File: src/rtl/wb_arbiter_if.sv
`default_nettype none
// ============================================================================
// Module      : wb_arbiter_if
// Description : Write-back arbiter bus bundle (ALU result, load return, issue
//               tracking, register-file write port and scoreboard).
// Revision    : 1.0 - initial release
// ============================================================================
interface wb_arbiter_if;
    logic        alu_valid;
    logic [4:0]  alu_rd;
    logic [31:0] alu_data;
    logic        alu_stall;
    logic        mem_valid;
    logic        mem_ready;
    logic [4:0]  mem_rd;
    logic [31:0] mem_data;
    logic        iss_valid;
    logic [4:0]  iss_rd;
    logic [31:0] pending;
    logic        WE3;
    logic [4:0]  A3;
    logic [31:0] WD3;

    modport slave (
        input  alu_valid, alu_rd, alu_data, mem_valid, mem_rd, mem_data,
               iss_valid, iss_rd,
        output alu_stall, mem_ready, pending, WE3, A3, WD3
    );

    modport master (
        output alu_valid, alu_rd, alu_data, mem_valid, mem_rd, mem_data,
               iss_valid, iss_rd,
        input  alu_stall, mem_ready, pending, WE3, A3, WD3
    );
endinterface
`default_nettype wire

File: src/rtl/wb_arbiter.sv
`default_nettype none
// ============================================================================
// Module      : wb_arbiter
// Description : Register-file write-back arbiter between single-cycle ALU
//               results and a load-result FIFO, with anti-starvation and a
//               pending-load scoreboard.
// Revision    : 1.0 - initial release
// ============================================================================
module wb_arbiter #(
    parameter int STARVE_MAX = 3,
    parameter int QDEPTH     = 2
) (
    input  wire logic   CLK,
    input  wire logic   RST,
    wb_arbiter_if.slave bus
);

    localparam int c_PW = (QDEPTH > 1) ? $clog2(QDEPTH) : 1;
    localparam int c_CW = $clog2(QDEPTH + 1);
    localparam int c_SW = (STARVE_MAX > 0) ? $clog2(STARVE_MAX + 1) : 1;
    localparam logic [c_CW-1:0] c_QDEPTH = c_CW'(QDEPTH);
    localparam logic [c_SW-1:0] c_SMAX   = c_SW'(STARVE_MAX);
    localparam logic [c_PW-1:0] c_PLAST  = c_PW'(QDEPTH - 1);

    logic [4:0]      r_q_rd   [QDEPTH];
    logic [31:0]     r_q_data [QDEPTH];
    logic [c_PW-1:0] r_wptr;
    logic [c_PW-1:0] r_rptr;
    logic [c_CW-1:0] r_count;
    logic [c_SW-1:0] r_starve;
    logic [31:0]     r_pending;
    logic            r_we;
    logic [4:0]      r_a3;
    logic [31:0]     r_wd;

    logic            w_nonempty;
    logic            w_ready;
    logic            w_push;
    logic            w_override;
    logic            w_alu_win;
    logic            w_pop;
    logic            w_sel;
    logic [4:0]      w_head_rd;
    logic [31:0]     w_head_data;
    logic [4:0]      w_sel_rd;
    logic [31:0]     w_sel_data;
    logic [c_SW-1:0] w_starve_nxt;
    logic [31:0]     w_pending_nxt;

    // Arbitration uses only registered queue state, so a push is never popped
    // in its own cycle.
    assign w_nonempty  = (r_count != '0);
    assign w_ready     = RST && (r_count < c_QDEPTH);
    assign w_push      = bus.mem_valid && w_ready;
    assign w_override  = (r_starve == c_SMAX) && w_nonempty;
    assign w_alu_win   = !w_override && bus.alu_valid;
    assign w_pop       = w_override || (!bus.alu_valid && w_nonempty);
    assign w_sel       = w_alu_win || w_pop;
    assign w_head_rd   = r_q_rd[r_rptr];
    assign w_head_data = r_q_data[r_rptr];
    assign w_sel_rd    = w_alu_win ? bus.alu_rd   : w_head_rd;
    assign w_sel_data  = w_alu_win ? bus.alu_data : w_head_data;

    always_comb begin
        w_starve_nxt = '0;
        if (w_alu_win && w_nonempty) begin
            w_starve_nxt = (r_starve == c_SMAX) ? r_starve : r_starve + 1'b1;
        end
    end

    // Clear first so a same-cycle issue to the same register wins.
    always_comb begin
        w_pending_nxt = r_pending;
        if (w_pop && (w_head_rd != 5'd0)) begin
            w_pending_nxt[w_head_rd] = 1'b0;
        end
        if (bus.iss_valid && (bus.iss_rd != 5'd0)) begin
            w_pending_nxt[bus.iss_rd] = 1'b1;
        end
        w_pending_nxt[0] = 1'b0;
    end

    always_ff @(posedge CLK) begin
        if (w_push) begin
            r_q_rd[r_wptr]   <= bus.mem_rd;
            r_q_data[r_wptr] <= bus.mem_data;
        end
    end

    always_ff @(posedge CLK) begin
        if (!RST) begin
            r_wptr    <= '0;
            r_rptr    <= '0;
            r_count   <= '0;
            r_starve  <= '0;
            r_pending <= '0;
            r_we      <= 1'b0;
            r_a3      <= '0;
            r_wd      <= '0;
        end else begin
            if (w_push) begin
                r_wptr <= (r_wptr == c_PLAST) ? '0 : r_wptr + 1'b1;
            end
            if (w_pop) begin
                r_rptr <= (r_rptr == c_PLAST) ? '0 : r_rptr + 1'b1;
            end
            if (w_push && !w_pop) begin
                r_count <= r_count + 1'b1;
            end else if (w_pop && !w_push) begin
                r_count <= r_count - 1'b1;
            end
            r_starve  <= w_starve_nxt;
            r_pending <= w_pending_nxt;
            r_we      <= w_sel && (w_sel_rd != 5'd0);
            if (w_sel) begin
                r_a3 <= w_sel_rd;
                r_wd <= w_sel_data;
            end
        end
    end

    assign bus.mem_ready = w_ready;
    assign bus.alu_stall = RST && w_override && bus.alu_valid;
    assign bus.pending   = r_pending;
    assign bus.WE3       = r_we;
    assign bus.A3        = r_a3;
    assign bus.WD3       = r_wd;

endmodule
`default_nettype wire

File: src/flat_wrapper.sv
// flat-port wrapper written by rule: the top's interface ports become plain ports
module wb_arbiter_flat 
#(
    parameter int STARVE_MAX = 3,
    parameter int QDEPTH     = 2
)
  (CLK, RST, bus_alu_valid, bus_alu_rd, bus_alu_data, bus_mem_valid, bus_mem_rd, bus_mem_data, bus_iss_valid, bus_iss_rd, bus_alu_stall, bus_mem_ready, bus_pending, bus_WE3, bus_A3, bus_WD3);
  wb_arbiter_if bus_i ();
  input  wire logic CLK;
  input  wire logic RST;
  input wire logic [$bits(bus_i.alu_valid)-1:0] bus_alu_valid;
  input wire logic [$bits(bus_i.alu_rd)-1:0] bus_alu_rd;
  input wire logic [$bits(bus_i.alu_data)-1:0] bus_alu_data;
  input wire logic [$bits(bus_i.mem_valid)-1:0] bus_mem_valid;
  input wire logic [$bits(bus_i.mem_rd)-1:0] bus_mem_rd;
  input wire logic [$bits(bus_i.mem_data)-1:0] bus_mem_data;
  input wire logic [$bits(bus_i.iss_valid)-1:0] bus_iss_valid;
  input wire logic [$bits(bus_i.iss_rd)-1:0] bus_iss_rd;
  output wire logic [$bits(bus_i.alu_stall)-1:0] bus_alu_stall;
  output wire logic [$bits(bus_i.mem_ready)-1:0] bus_mem_ready;
  output wire logic [$bits(bus_i.pending)-1:0] bus_pending;
  output wire logic [$bits(bus_i.WE3)-1:0] bus_WE3;
  output wire logic [$bits(bus_i.A3)-1:0] bus_A3;
  output wire logic [$bits(bus_i.WD3)-1:0] bus_WD3;
  assign bus_i.alu_valid = bus_alu_valid;
  assign bus_i.alu_rd = bus_alu_rd;
  assign bus_i.alu_data = bus_alu_data;
  assign bus_i.mem_valid = bus_mem_valid;
  assign bus_i.mem_rd = bus_mem_rd;
  assign bus_i.mem_data = bus_mem_data;
  assign bus_i.iss_valid = bus_iss_valid;
  assign bus_i.iss_rd = bus_iss_rd;
  assign bus_alu_stall = bus_i.alu_stall;
  assign bus_mem_ready = bus_i.mem_ready;
  assign bus_pending = bus_i.pending;
  assign bus_WE3 = bus_i.WE3;
  assign bus_A3 = bus_i.A3;
  assign bus_WD3 = bus_i.WD3;
  wb_arbiter #(.STARVE_MAX(STARVE_MAX), .QDEPTH(QDEPTH)) u_core (.CLK(CLK), .RST(RST), .bus(bus_i));
endmodule
File: config.mk
export PLATFORM = sky130hd
export DESIGN_NAME = wb_arbiter_flat
export DESIGN_NICKNAME = d
export VERILOG_FILES = /design/src/rtl/wb_arbiter_if.sv /design/src/rtl/wb_arbiter.sv /design/src/flat_wrapper.sv
export SDC_FILE = /design/constraint.sdc
export NUM_CORES = 1
export LEC_CHECK = 0
export CORE_ASPECT_RATIO = 0.6
export CORE_MARGIN = 2
export CORE_UTILIZATION = 46
export DETAILED_ROUTE_END_ITERATION = 10
export HOLD_SLACK_MARGIN = 0.08
export PLACE_DENSITY = 0.83
export SLEW_MARGIN = 20
export SYNTH_ARGS = -nofsm -noshare
export SYNTH_HDL_FRONTEND = slang
export SYNTH_SLANG_ARGS = --single-unit
File: constraint.sdc
create_clock -name CLK -period 4.2 [get_ports CLK]
set_clock_uncertainty 0.05 [all_clocks]
set_input_delay 0.84 -clock CLK [delete_from_list [all_inputs] [get_ports CLK]]
set_output_delay 0.84 -clock CLK [all_outputs]
set_load 0.01 [all_outputs]
==> key figures <==
Power and ir drop
  • Sw Share: around 33%
  • P_sw: 1690 uW
  • PwrDens: 576 mW/mm^2
  • Combinational fraction of design power: 30.7%
  • Max IR drop VDD: 0.000253 V
  • Register share of total power: slightly above 40%
  • Lkg Pwr: just over 0.003 uW
  • Total Power: about 5100 uW
  • Internal cell power: between 3000 and 4000 uW
  • Clock power share: 28.9%

Flow run
  • Max-cap viol count: 0

Timing
  • Least-Margin Pin Slew: 1.12 ns
  • Max Clk Rate: 0.292 GHz
  • Period utilization: roughly four fifths
  • RSZ-0062 raised after global routing: false
  • Final Setup Violations: 0
  • Period minus WS final: 3.42 ns
  • Final Hold Fails: 0
  • Setup_tns: 0 ns
  • Slew headroom: 23.1%
  • Final Max Slew Viols: 0

Status
  • Status: finished clean

Critical path
  • Setup CP Type: in -> out
  • Worst reg-to-reg path cell count: 3
  • Crit end category: output port
  • Crit path required time: roughly 3.3 ns
  • Crit-path max FO: 7
  • Critical path launch point type: input port
  • Data arrival, critical path: 2.53 ns

Synthesis
  • Number of flops mapped to enable cells by yosys: 74
  • Main flop type after synthesis: dfxtp_1
  • Mapped Area: between 0.006 and 0.007 sq mm
  • Count leader, synth: dfxtp_1
  • Ys async rst share: 0%
  • Post-synth cell types: 49
  • Yosys Warn Count: 0
  • Share of the synthesized area in the top cell type: 33.3%
  • Synth top area cells: edfxtp_1 (33%), dfxtp_1 (23%), a221oi_1 (4.2%)
  • Area leader, netlist: edfxtp_1
  • Syn Area/Cell: 11.0 sq um
  • Syn Nets: 690
  • Synth Register Bits: 150
  • Commonest cells post-synth: dfxtp_1 (76), edfxtp_1 (74), o21ai_0 (56)
  • Syn Inst Count: 604
  • Fraction of the yosys area taken by sequential cells: about 56%

Hold path
  • Hold path depth: 1
  • Hold/Removal Path Class: reg -> reg

Die
  • Die width: 159 um
  • IO Pins: 156
  • Initial Util: 46.5%
  • Row count: 34
  • Die area: 0.0155 sq mm
  • Core area: ~0.014 sq mm
  • Chip Height: between 90 and 100 um

Global route
  • Vias in the first global route: 5,749
  • Total gr overflow: 0
  • First-pass GRT wire length: 29.9 mm
  • Initial antenna violation count: 0
  • Total Routing Usage GR: 24.6%
  • Largest net degree at the start of global routing: 50

Detailed routing
  • Antenna viol nets, final: 0
  • DRC: 0
  • DR vias/cell: around 6.0
  • DRT Pass-1 Iters: 5
  • Via Count: between 5,000 and 6,000
  • Final wirelength: ~19 mm
  • WL/cell: around 20 um
  • Starting DRT DRC Count: 525

Placement
  • Detailed Place HPWL: 12.7 mm
  • Port-buffer cells: 154
  • Placed Area: between 0.008 and 0.009 sq mm
  • Placed cells: 914
  • RD Place Congestion: 0.886

CTS
  • Post-CTS setup buffer count: 0
  • Cts repair resizes: 0
  • # hold bufs at CTS: 0
  • Clock latency on the worst-skew pair: about 0.42 ns
  • Total CTS buffers: 17
  • Clk buf depth: 2
  • CTS H-tree lvls: 4
  • Clk slew on worst S/H paths: 0.07 ns
  • CTS root buffer: clkbuf_16
  • CTS tree: yes
  • Clk sinks: 150

Final layout
  • Finished Layout Cells: 946
  • Layout net count: 821
  • Antenna diodes: 0
  • Final std cell area, no fill: 0.00891 sq mm
  • Core Util, Final: 62.2%
  • Fill count: 1,136
  • Share of layout cells above drive strength 1: 9.49%
  • Area Growth Syn to Fin: 33.6%
flip-flops by register name, indices dropped and copies added, names as in the netlist, named ones only:
| signal | cells |
|---|---|
| u_core.r_starve | 2 |
| u_core.r_q_rd | 10 |
| u_core.r_count | 2 |
| u_core.bus.pending | 31 |
| u_core.r_wptr | 1 |
| u_core.bus.WD3 | 32 |
| u_core.r_rptr | 1 |
| u_core.bus.WE3 | 1 |
| u_core.r_q_data | 64 |
| u_core.bus.A3 | 5 |
path summary, 6_finish.rpt:
check                                   startpoint                     end  slack, ns
worst max register to register            register  u_core.bus.pending[26]       1.65
worst min register to register  u_core.r_starve[0]      u_core.r_starve[0]       0.39
worst max-delay path                           RST           bus_alu_stall       0.78
worst min-delay path            u_core.r_starve[0]      u_core.r_starve[0]       0.39
cell type report:
cell class / instances / area, sq um / area share, %
multi-input cells: 393 / 2660 / 29.9
repair buffers: 169 / 1670 / 18.8
flip-flops and latches: 150 / 3740 / 42.0
clock inverters: 14 / 140 / 1.57
well taps: 198 / 248 / 2.78
clock buffers: 18 / 429 / 4.82
inverters: 4 / 15.0 / 0.168
cells by family (layout without fill, tap and decap cells):
logic type	Yosys count	in the layout	share of synthesized area, %
simple gates	176	176	14.9
other cells	1	1	0.0562
buf+inv	61	205	4.45
xor+xnor	3	3	0.394
flops	150	150	56.1
fa+ha+maj	2	2	0.375
compound gates	201	201	22.1
mux	10	10	1.59
cells in the final DEF, fill, tap and decap left out, types with 17 or more instances in the layout:
cell type and n:
clkdlybuf4s50_1 153, dfxtp_1 75, edfxtp_1 74, o21ai_0 55, nand2_1 52, o31ai_1 37, nor2b_1 32, a221oi_1 32
and2_1 24, a22oi_1 24, nand3_1 24, clkbuf_16 17
power by group through the flow:
stage	combinational (uW)	clock, uW	sequential, uW
3_3_place_gp	1500	0	2080
2_1_floorplan	783	0	2100
5_1_grt	1690	1560	2110
4_1_cts	1570	1500	2070
3_5_place_dp	1560	0	2090
6_report	1580	1480	2070
per-stage QoR:
| step | setup slack [ns] | hold slack [ns] |
|---|---|---|
| floorplan | 0.842 | 0.357 |
| global placement | 0.775 | 0.367 |
| detailed placement | 0.771 | 0.379 |
| CTS | 0.771 | 0.396 |
| global route | 0.709 | 0.426 |
| finish | 0.778 | 0.388 |
critical path: stages:
cell and delay, ns:
clkdlybuf4s50_1 0.49, inv_1 0.12, or3_1 0.42, nor2_1 0.11, clkdlybuf4s50_1 0.54
per-layer routing:
metal	vias to the layer above	global-route usage [%]	routed length [um]
li1	2603	-	-
met1	2762	33.2	8350
met2	306	38.1	8570
met3	28	6.62	1650
met4	0	9.16	307
met5	-	0	0
Note: power is estimated with default switching activity, not from simulation.
